$ cat config.mk
export PLATFORM = sky130hd
export DESIGN_NAME = pwconv_point_sequencer_flat
export DESIGN_NICKNAME = d
export VERILOG_FILES = /design/src/rtl/pwconv_pkg.sv /design/src/rtl/pwconv_point_sequencer_if.sv /design/src/rtl/pwconv_tag_pipe.sv /design/src/rtl/pwconv_point_sequencer.sv /design/src/flat_wrapper.sv
export SDC_FILE = /design/constraint.sdc
export NUM_CORES = 1
export LEC_CHECK = 0
export ABC_CLOCK_PERIOD_IN_PS = 7900
export CAP_MARGIN = 20
export CORE_AREA = 2 2 461 463
export CTS_CLUSTER_DIAMETER = 100
export DETAILED_ROUTE_END_ITERATION = 12
export DIE_AREA = 0 0 463 465
export MAX_ROUTING_LAYER = met4
export SETUP_SLACK_MARGIN = 0.4
export SLEW_MARGIN = 15
export SYNTH_ARGS = -nofsm -noshare
export SYNTH_HDL_FRONTEND = slang
export SYNTH_HIERARCHICAL = 1
export SYNTH_SLANG_ARGS = --single-unit
export TNS_END_PERCENT = 50
$ cat constraint.sdc
create_clock -name clk -period 7.9 [get_ports clk]
set_input_delay 0.79 -clock clk [delete_from_list [all_inputs] [get_ports clk]]
set_output_delay 0.79 -clock clk [all_outputs]
set_load 0.01 [all_outputs]
$ cat src/rtl/pwconv_pkg.sv
// Shared constants, FSM state encoding and result-tag type for the
// pointwise-convolution point sequencer.
package pwconv_pkg;

    localparam int unsigned CH_IN     = 32;
    localparam int unsigned LANE_W    = 32;
    localparam int unsigned VEC_W     = 256;
    localparam int unsigned ACC_W     = 32;
    localparam int unsigned TAG_IDX_W = 16;

    typedef logic [TAG_IDX_W-1:0] tag_idx_t;

    typedef struct packed {
        logic     valid;
        tag_idx_t pix;
        tag_idx_t oc;
    } tag_t;

    typedef enum logic [1:0] {
        S_IDLE,
        S_ISSUE,
        S_DRAIN
    } state_t;

endpackage

$ cat src/rtl/pwconv_point_sequencer_if.sv
// Tagged result stream from the sequencer to downstream requantization.
interface pwconv_point_sequencer_if #(
    parameter int unsigned PIX_W = 6,
    parameter int unsigned OC_W  = 5
);

    logic                                   res_valid;
    logic                                   res_ready;
    logic signed [pwconv_pkg::ACC_W-1:0]    res_data;
    logic [PIX_W-1:0]                       res_pix;
    logic [OC_W-1:0]                        res_oc;

    modport master (
        output res_valid, res_data, res_pix, res_oc,
        input  res_ready
    );

    modport slave (
        input  res_valid, res_data, res_pix, res_oc,
        output res_ready
    );

endinterface

$ cat src/rtl/pwconv_tag_pipe.sv
// Enable-gated shift register of result tags; tracks items in flight
// through the point unit so results can be labelled at its output.
module pwconv_tag_pipe
    import pwconv_pkg::*;
#(
    parameter int unsigned DEPTH = 5
) (
    input  logic clk,
    input  logic rst_b,
    input  logic i_en,
    input  tag_t i_tag,
    output tag_t o_head,
    output tag_t o_tail,
    output logic o_any_valid
);

    tag_t r_stage [DEPTH];

    always_ff @(posedge clk) begin
        if (!rst_b) begin
            for (int unsigned i = 0; i < DEPTH; i++) begin
                r_stage[i] <= '0;
            end
        end else if (i_en) begin
            r_stage[0] <= i_tag;
            for (int unsigned i = 1; i < DEPTH; i++) begin
                r_stage[i] <= r_stage[i-1];
            end
        end
    end

    always_comb begin
        o_any_valid = 1'b0;
        for (int unsigned i = 0; i < DEPTH; i++) begin
            o_any_valid = o_any_valid | r_stage[i].valid;
        end
    end

    assign o_head = r_stage[0];
    assign o_tail = r_stage[DEPTH-1];

endmodule

$ cat src/rtl/pwconv_point_sequencer.sv
// Front-end driver for the 32-channel pointwise-convolution point unit:
// walks (pixel, out-channel), fetches operands and tags every result.
module pwconv_point_sequencer
    import pwconv_pkg::*;
#(
    parameter int unsigned NUM_PIX  = 64,
    parameter int unsigned OUT_CH   = 32,
    parameter int unsigned PIPE_LAT = 4,
    parameter int unsigned PIX_W    = $clog2(NUM_PIX),
    parameter int unsigned OC_W     = $clog2(OUT_CH)
) (
    input  logic                    clk,
    input  logic                    rst_b,
    input  logic                    start,
    output logic                    busy,
    output logic                    done,
    output logic                    fm_rd_en,
    output logic [PIX_W-1:0]        fm_addr,
    input  logic [0:VEC_W-1]        fm_rdata,
    output logic                    w_rd_en,
    output logic [OC_W-1:0]         w_addr,
    input  logic [0:VEC_W-1]        w_rdata,
    input  logic signed [ACC_W-1:0] b_rdata,
    output logic                    conv_en,
    output logic [0:VEC_W-1]        conv_data_in,
    output logic [0:VEC_W-1]        conv_weight,
    output logic signed [ACC_W-1:0] conv_bias,
    input  logic signed [ACC_W-1:0] conv_data_out,
    pwconv_point_sequencer_if.master res
);

    localparam logic [PIX_W-1:0] PIX_LAST = PIX_W'(NUM_PIX - 1);
    localparam logic [OC_W-1:0]  OC_LAST  = OC_W'(OUT_CH - 1);

    state_t           r_state;
    logic [PIX_W-1:0] r_pix;
    logic [OC_W-1:0]  r_oc;
    logic [0:VEC_W-1] r_fm_hold;

    tag_t w_iss_tag;
    tag_t w_head;
    tag_t w_tail;
    logic w_any_valid;
    logic w_stall;
    logic w_en;
    logic w_issue;
    logic w_head_first;
    logic w_unused;

    // A stalled output freezes the whole pipe, so no SRAM read may fire then.
    assign w_stall = w_tail.valid & ~res.res_ready;
    assign busy    = (r_state != S_IDLE);
    assign w_en    = busy & ~w_stall;
    assign w_issue = (r_state == S_ISSUE) & ~w_stall;
    assign done    = (r_state == S_DRAIN) & ~w_any_valid;
    assign conv_en = w_en;

    assign w_rd_en  = w_issue;
    assign w_addr   = r_oc;
    assign fm_rd_en = w_issue & (r_oc == '0);
    assign fm_addr  = r_pix;

    always_ff @(posedge clk) begin
        if (!rst_b) begin
            r_state <= S_IDLE;
            r_pix   <= '0;
            r_oc    <= '0;
        end else begin
            case (r_state)
                S_IDLE: begin
                    if (start) begin
                        r_state <= S_ISSUE;
                        r_pix   <= '0;
                        r_oc    <= '0;
                    end
                end
                S_ISSUE: begin
                    if (w_issue) begin
                        if (r_oc == OC_LAST) begin
                            r_oc <= '0;
                            if (r_pix == PIX_LAST) begin
                                r_pix   <= '0;
                                r_state <= S_DRAIN;
                            end else begin
                                r_pix <= r_pix + 1'b1;
                            end
                        end else begin
                            r_oc <= r_oc + 1'b1;
                        end
                    end
                end
                S_DRAIN: begin
                    if (!w_any_valid) begin
                        r_state <= S_IDLE;
                    end
                end
                default: r_state <= S_IDLE;
            endcase
        end
    end

    always_comb begin
        w_iss_tag       = '0;
        w_iss_tag.valid = (r_state == S_ISSUE);
        w_iss_tag.pix   = tag_idx_t'(r_pix);
        w_iss_tag.oc    = tag_idx_t'(r_oc);
    end

    pwconv_tag_pipe #(
        .DEPTH (PIPE_LAT + 1)
    ) u_tag_pipe (
        .clk         (clk),
        .rst_b       (rst_b),
        .i_en        (w_en),
        .i_tag       (w_iss_tag),
        .o_head      (w_head),
        .o_tail      (w_tail),
        .o_any_valid (w_any_valid)
    );

    // Feature vector is fetched once per pixel; later channels reuse this copy.
    assign w_head_first = w_head.valid & (w_head.oc == '0);

    always_ff @(posedge clk) begin
        if (!rst_b) begin
            r_fm_hold <= '0;
        end else if (w_en && w_head_first) begin
            r_fm_hold <= fm_rdata;
        end
    end

    assign conv_data_in = !w_head.valid ? '0 : (w_head_first ? fm_rdata : r_fm_hold);
    assign conv_weight  = w_head.valid ? w_rdata : '0;
    assign conv_bias    = w_head.valid ? b_rdata : '0;

    assign res.res_valid = w_tail.valid;
    assign res.res_data  = w_tail.valid ? conv_data_out : '0;
    assign res.res_pix   = PIX_W'(w_tail.pix);
    assign res.res_oc    = OC_W'(w_tail.oc);

    assign w_unused = ^{w_head.pix, w_tail.pix, w_tail.oc};

endmodule

$ cat src/flat_wrapper.sv
// flat-port wrapper written by rule: the top's interface ports become plain ports
module pwconv_point_sequencer_flat import pwconv_pkg::*;
#(
    parameter int unsigned NUM_PIX  = 64,
    parameter int unsigned OUT_CH   = 32,
    parameter int unsigned PIPE_LAT = 4,
    parameter int unsigned PIX_W    = $clog2(NUM_PIX),
    parameter int unsigned OC_W     = $clog2(OUT_CH)
)
  (clk, rst_b, start, busy, done, fm_rd_en, fm_addr, fm_rdata, w_rd_en, w_addr, w_rdata, b_rdata, conv_en, conv_data_in, conv_weight, conv_bias, conv_data_out, res_res_valid, res_res_data, res_res_pix, res_res_oc, res_res_ready);
  pwconv_point_sequencer_if #(.PIX_W(PIX_W), .OC_W(OC_W)) res_i ();
  input  logic clk;
  input  logic rst_b;
  input  logic start;
  output logic busy;
  output logic done;
  output logic fm_rd_en;
  output logic [PIX_W-1:0] fm_addr;
  input  logic [0:VEC_W-1] fm_rdata;
  output logic w_rd_en;
  output logic [OC_W-1:0] w_addr;
  input  logic [0:VEC_W-1] w_rdata;
  input  logic signed [ACC_W-1:0] b_rdata;
  output logic conv_en;
  output logic [0:VEC_W-1] conv_data_in;
  output logic [0:VEC_W-1] conv_weight;
  output logic signed [ACC_W-1:0] conv_bias;
  input  logic signed [ACC_W-1:0] conv_data_out;
  output wire logic [$bits(res_i.res_valid)-1:0] res_res_valid;
  output wire logic [$bits(res_i.res_data)-1:0] res_res_data;
  output wire logic [$bits(res_i.res_pix)-1:0] res_res_pix;
  output wire logic [$bits(res_i.res_oc)-1:0] res_res_oc;
  input wire logic [$bits(res_i.res_ready)-1:0] res_res_ready;
  assign res_res_valid = res_i.res_valid;
  assign res_res_data = res_i.res_data;
  assign res_res_pix = res_i.res_pix;
  assign res_res_oc = res_i.res_oc;
  assign res_i.res_ready = res_res_ready;
  pwconv_point_sequencer #(.NUM_PIX(NUM_PIX), .OUT_CH(OUT_CH), .PIPE_LAT(PIPE_LAT), .PIX_W(PIX_W), .OC_W(OC_W)) u_core (.clk(clk), .rst_b(rst_b), .start(start), .busy(busy), .done(done), .fm_rd_en(fm_rd_en), .fm_addr(fm_addr), .fm_rdata(fm_rdata), .w_rd_en(w_rd_en), .w_addr(w_addr), .w_rdata(w_rdata), .b_rdata(b_rdata), .conv_en(conv_en), .conv_data_in(conv_data_in), .conv_weight(conv_weight), .conv_bias(conv_bias), .conv_data_out(conv_data_out), .res(res_i));
endmodule
---- Word-level counts from Yosys, hierarchy flattened ----
Memory sizes are Yosys's and may differ from the RTL's.
Cells that the tools add are included.
storage, ports and cells
  bits in registers ....................... 269
  memory bits (writable) .................. 165
  input port bits ......................... 580
  word-level logic and storage cells ...... 72
  memories kept ........................... 1
cells by class
  add/sub/neg operators ................... 2
  equal/unequal tests ..................... 9
  muxes and demuxes ....................... 29
  bitwise gates (word level) .............. 18
  reduce and logical (&&, ||, !) cells .... 9
memory list
  name                       words  width  read ports  clocked after memory_dff  wr ports  RTL line               RTL
  u_core.u_tag_pipe.r_stage  5      33     5           0                         5         pwconv_tag_pipe.sv:17  tag_t r_stage [DEPTH];
operators with widths
  operator             number
  $mux 256             3
  $mux 33              5
  $mux 32              2
  $mux 6               4
  $logic_not 16->1     1
  $mux 5               3
  $pmux 6 s2           1
  $mux 2               5
  $pmux 5 s2           1
  $or 1x1->1           9
  $add 6x1->6 const B  1
  $and 1x1->1          6
  $eq 6x6->1 const B   1
  $ne 2x1->1 const B   3
  $pmux 2 s3           1
  $add 5x1->5 const B  1
  $eq 5x5->1 const B   1
  $logic_not 5->1      1
  $reduce_and 5->1     1
  $mux 1               4
  $ne 2x2->1 const B   2
  $reduce_and 4->1     1
  $reduce_bool 2->1    2
  $not 1->1            3
  5 further kinds      5

---- Longest topological paths before layout ----
Gate-level depths: netlist (run 1).
  depth in word-level cells ............... 8
  gate-level depth with buffers ........... 8
  mapped depth without buffers ............ 6

---- By module ----
Netlist (run 1), hierarchy kept.
by module, submodules not included
  module                  times used  cells an instance  area each (µm²)  seq. area each (µm²)
  pwconv_point_sequencer  1           2487               17666.9          5385.2
  pwconv_tag_pipe         1           370                6277.3           4954.8

---- Least setup slack after synthesis (run 1) ----
Ideal clock, no wire load.
  kind .................................... input to register
  start point ............................. in res_res_ready
  end point ............................... mem u_core/u_tag_pipe/r_stage[0][0] (netlist bit), enable pin
  setup time .............................. 0.554 ns
  data arrival time ....................... 5.388 ns
  data required time ...................... 7.346 ns
  path slack .............................. 1.957 ns
  stages on the path ...................... 4
  cell sequence ........................... nor2b_1 nor2_1 buf_2 nand2b_1
RTL lines
  what             RTL line               RTL
  start, declared  flat_wrapper.sv:33     input wire logic [$bits(res_i.res_ready)-1:0] res_res_ready;
  end, declared    pwconv_tag_pipe.sv:17

==> results by group, run 1 <==
CTS
  – Htree depth: 2
  – Clock Root Buffer: clkbuf_16
  – Max clock buf depth: 3
  – Post_cts resized: 0
  – Cts hold-fix bufs: 0
  – Total CTS buffers: 49
  – Clock latency on the worst-skew pair: 0.66 ns
  – CTS tree: built
  – Clk sinks: 340
  – Reg clk slew, reported paths: 0.05 ns
  – Postcts setup bufs: 0

Floorplan
  – Die ar.: 215000 um^2
  – Die height: 465 um
  – Initial core utilization: 0.0974
  – Rows: 169
  – Die X: 463 um
  – Core Region: 211000 um^2
  – Top Ports: 1184

Finish
  – Fillers: 23800
  – Nets@finish: 4219
  – Ratio of cells with drive above 1 in the final layout: 0.0330
  – Util after Layout: 0.173
  – Area Growth Syn to Fin: 78.1%

Power and ir drop
  – Pwr Density: 144 nW/um^2
  – Maximum VDD drop: 0.000162 V
  – Leak: 11.3 nW
  – Final Power: 5.27 mW

Min path
  – Hold Crit Class: reg2reg

STA
  – Setup violators final: 0
  – Fin. Hold Viols: 0
  – Worst relative slew slack: 0.232
  – Max Freq: 0.181 GHz
  – Pins over their slew limit: 0
  – Minimum clock period: 5.52 ns
  – Final period util: 0.699
  – Fin Setup TNS: 0 ns
  – Worst setup margin: 2.38 ns
  – Transition time of the tightest slew-check pin: 1.15 ns
  – Final clock skew: 0.0245 ns
  – RSZ-0062 raised after global routing: no

Global routing
  – Via count of the first global-routing pass: 23100
  – Pin count of the biggest net entering global routing: 179
  – Initial antenna violation count: 137
  – Gr ovfl total: 0
  – Tot GR Track Use: 0.160
  – First-pass GRT wire length: 224 mm

Yosys
  – Syn Inst Count: 2669
  – Warnings from Yosys: 6
  – Syn Area/Cell: 7.69 um^2
  – Cell Area, Synth: 20500 um^2

Route
  – DR WL/cell: 26.7 um
  – DRC viols: 0
  – Final WL: 176 mm
  – Pre-Repair DR Iteration Count: 5
  – Total number of vias: 24300
  – Initial DRC count: 2096
  – Routed Antenna Nets: 0
  – Vias per Instance: 3.70

Placement
  – Number of port buffers: 1183
  – Final HPWL DP: 146 mm
  – Gpl congestion: 1.02
  – Pre-CTS setup slack: 3.01 ns

Setup path
  – Critical Path AT: 4.73 ns
  – Critical Path Source Type: register
  – CP Capture Type: output pin
  – Crit-path max FO: 71
  – R2R Setup Slk: 3.90 ns
  – Worst EP required: 7.11 ns
  – CP Class: reg2out

Job
  – Max-Cap Viols: 0

Outcome
  – Outcome: complete, no violations
-- where the power goes --
part           total [mW]  switching, mW  internal [mW]  leakage (nW)
Sequential           1.83         0.0270           1.80          2.93
Combinational        1.03          0.554          0.479          7.58
Clock                2.40          0.954           1.45         0.816
-- registers in the layout, summed over array words and instances (netlist names) --
register	flops
u_core/u_tag_pipe/r_stage	71
u_core/w_addr	5
u_core/fm_addr	6
u_core/r_fm_hold	256
u_core/r_state	2
-- metal layers --
layer,vias to the layer above,track usage,share of wire
met5,-,-,0
met4,0,0.0641,0.044
met3,198,0.0853,0.12
met2,1337,0.226,0.41
met1,11700,0.188,0.42
li1,11100,-,-
-- worst max-delay path, cell delays in order (launching register included) --
cell	delay [ns]
edfxtp_1	0.32
buf_4	0.53
nor2b_1	0.24
nand4_1	0.09
buf_4	0.36
nor2_4	0.72
buf_12	0.39
mux2i_1	0.49
clkdlybuf4s50_1	0.62
-- worst paths after layout --
check | startpoint | endpoint | cells after the start
min reg2reg | u_core/r_fm_hold[98]$_SDFFE_PN0P_ | u_core/r_fm_hold[98]$_SDFFE_PN0P_ | 2
max reg2reg | u_core/u_tag_pipe/r_stage[0][32]$_SDFFCE_PN0P_ | u_core/r_fm_hold[16]$_SDFFE_PN0P_ | 8
min | u_core/r_fm_hold[98]$_SDFFE_PN0P_ | u_core/r_fm_hold[98]$_SDFFE_PN0P_ | 2
max | u_core/u_tag_pipe/r_stage[0][32]$_SDFFCE_PN0P_ | conv_data_in[228] | 8
-- cells in the final DEF (no fill, tap or decap), types with 5 or more instances in the layout --
cell,instances
conb_1,11
mux2i_1,257
o21ai_1,240
clkbuf_1,6
nand2_1,518
buf_4,25
and3_1,73
diode_2,74
bufinv_16,8
nor2_1,9
and2_1,321
clkdlybuf4s50_1,1182
buf_12,8
clkbuf_16,50
nand3_1,263
edfxtp_1,71
a21oi_1,260
nor2b_1,5
dfxtp_1,269
o21ai_0,19
-- area by class of cell --
class                   instances  area, um^2  share of cell area
well taps                    2821        3530              0.0965
diodes                         74         185             0.00506
flip-flops and latches        340        7520               0.206
repair buffers               1217       12200               0.334
clock buffers                  59        1320              0.0360
multi-input cells            2022       11400               0.312
inverters                       5        26.3            0.000718
clock inverters                24         388              0.0106
-- metrics by stage --
stage          hold slack [ns]  std cells  cell area [um^2]
4_1_cts                  0.476       6487             36400
3_5_place_dp             0.469       6404             34700
6_report                 0.475       6562             36600
5_1_grt                  0.494       6557             36600
3_3_place_gp             0.457       6404             34700
2_1_floorplan            0.450       2679             20600
Note: power is estimated with default switching activity, not from simulation.
==> inputs of run 2 (changes only) <==
- ABC_CLOCK_PERIOD_IN_PS: 7900 -> 4900
- CORE_AREA: 2 2 461 463 -> 2 2 457 459
- DIE_AREA: 0 0 463 465 -> 0 0 459 461
- clock period: 7.9 -> 4.9 ns (I/O delays scaled with it)
==> run 2 against run 1 <==
Clock skew is essentially flat. Worst hold slack worse by 0.050 ns. Die area is 1.7% lower. Via count down 0.18%. Sequential share of layout area about the same. Utilization grew 0.40 points. Design area is 0.21% higher. Flip-flop and latch count unchanged. Count of clock-buffer cells in the layout rose by 2. Highest routed layer unchanged.
==> results by group, run 2 (synthesized netlist as in run 1, its figures left out) <==
Floorplan
  – Rows: 167
  – Die height: 461 um
  – Core Region: 206000 um^2
  – Die ar.: 212000 um^2
  – Top Ports: 1184
  – Die X: 459 um
  – Initial core utilization: 0.0995

Placement
  – Placed insts: 6302
  – Final HPWL DP: 146 mm
  – Pre-CTS setup slack: 1.19 ns
  – Gpl congestion: 0.994
  – Number of port buffers: 1183

CTS
  – Total CTS buffers: 48
  – Clk sinks: 340
  – Cts hold-fix bufs: 0
  – Postcts setup bufs: 0
  – Clock latency on the worst-skew pair: 0.65 ns
  – Post_cts resized: 0
  – Clock Root Buffer: clkbuf_16
  – CTS tree: built
  – Reg clk slew, reported paths: 0.06 ns
  – Htree depth: 2
  – Max clock buf depth: 3

Global routing
  – Tot GR Track Use: 0.162
  – Initial antenna violation count: 171
  – Pin count of the biggest net entering global routing: 203
  – Via count of the first global-routing pass: 22700
  – First-pass GRT wire length: 222 mm
  – Gr ovfl total: 0

Finish
  – Commonest non-fill, non-tap cell in the layout: clkdlybuf4s50_1
  – Largest register FFs: 256
  – Area Growth Syn to Fin: 78.5%
  – Largest reg by FF count: u_core/r_fm_hold
  – Commonest cells after routing, fill and taps aside: clkdlybuf4s50_1 (1182), nand2_1 (518), and2_1 (321), dfxtp_1 (269), nand3_1 (263)
  – Ratio of cells with drive above 1 in the final layout: 0.0361
  – Finished Layout Cells: 6495
  – Util after Layout: 0.178
  – Nets@finish: 4233

Setup path
  – CP Class: reg2out
  – Origin of the critical flop-to-flop path: u_core/u_tag_pipe/r_stage[0][32]$_SDFFCE_PN0P_
  – Reg2Reg Capture Point: u_core/r_fm_hold[18]$_SDFFE_PN0P_
  – Worst EP required: 4.41 ns
  – R2R Setup Slk: 1.62 ns
  – CP Capture Type: output pin
  – Critical Path Source Type: register
  – Crit-path max FO: 202
  – Critical Path AT: 3.80 ns
  – R2R depth: 7

Route
  – Total number of vias: 24200
  – DRC viols: 0
  – Routed Antenna Nets: 0
  – Vias per Instance: 3.73
  – Pre-Repair DR Iteration Count: 8
  – DR WL/cell: 26.9 um
  – Final WL: 175 mm
  – Initial DRC count: 2278

STA
  – Fin. Hold Viols: 0
  – Final clock skew: 0.0245 ns
  – Setup violators final: 0
  – Max Freq: 0.233 GHz
  – Fin Setup TNS: 0 ns
  – RSZ-0062 raised after global routing: no
  – Transition time of the tightest slew-check pin: 1.14 ns
  – Worst relative slew slack: 0.237
  – Final period util: 0.875
  – Minimum clock period: 4.29 ns
  – Worst setup margin: 0.611 ns
  – Pins over their slew limit: 0

Power and ir drop
  – Leak: 11.4 nW
  – Final Power: 8.21 mW
  – Maximum VDD drop: 0.000234 V
  – Pwr Density: 224 nW/um^2

Min path
  – Hold Path Stages: 3
  – Hold EP: u_core/r_fm_hold[145]$_SDFFE_PN0P_
  – Hold Crit Class: in2reg
  – Hold Path Origin: fm_rdata[145]

Job
  – Max-Cap Viols: 0

Outcome
  – Outcome: complete, no violations
[run 2: how the worst max path moves through the flow]
stage	end	from	slack [ns]	cells after the start
after floorplan	u_core/u_tag_pipe/r_stage[0][0]$_SDFFCE_PN0P_	u_core/u_tag_pipe/r_stage[4][32]$_SDFFCE_PN0P_	1.47	4
after global placement	conv_data_in[60]	u_core/u_tag_pipe/r_stage[0][0]$_SDFFCE_PN0P_	1.07	6
after detailed placement	conv_data_in[60]	u_core/u_tag_pipe/r_stage[0][0]$_SDFFCE_PN0P_	1.19	6
after CTS	conv_data_in[60]	u_core/u_tag_pipe/r_stage[0][0]$_SDFFCE_PN0P_	0.43	6
after global routing	conv_data_in[60]	u_core/u_tag_pipe/r_stage[0][0]$_SDFFCE_PN0P_	0.43	6
final	conv_data_in[227]	u_core/u_tag_pipe/r_stage[0][32]$_SDFFCE_PN0P_	0.61	6
[run 2: metrics by stage]
| stage | hold WS (ns) | cell area (um^2) |
|---|---|---|
| after CTS | 0.325 | 36300 |
| after floorplan | 0.450 | 20600 |
| after global placement | 0.457 | 34800 |
| final | 0.425 | 36700 |
| after detailed placement | 0.469 | 34800 |
| after global routing | 0.367 | 36600 |
[run 2: layer usage]
metal / global-route usage / up-vias / wire length, um
met3: 0.0884 / 177 / 25100
li1: - / 11100 / -
met1: 0.190 / 11600 / 70600
met2: 0.233 / 1284 / 73300
met4: 0.0514 / 0 / 5770
met5: - / - / 0
[run 2: layout make-up]
class	instances	area, um^2
Tap cell	2704	3380
Sequential cell	340	7520
Antenna cell	109	273
Clock buffer	61	1320
Timing Repair Buffer	1232	12500
Clock inverter	22	267
Fill cell	23200	170000
Inverter	5	26.3
Multi-Input combinational cell	2022	11400
[run 2: where the power goes]
part	switching (mW)	internal, mW	leakage (nW)	total, mW
registers	0.0226	2.91	2.93	2.93
clock network	1.51	2.12	0.769	3.62
logic	0.875	0.787	7.70	1.66
[run 2: worst max-delay path: stages (launching register included)]
cell and delay [ns]:
edfxtp_1 0.39, buf_12 0.31, buf_12 0.49, buf_4 0.56, nand2_1 0.10, mux2i_1 0.15
clkdlybuf4s50_1 0.72
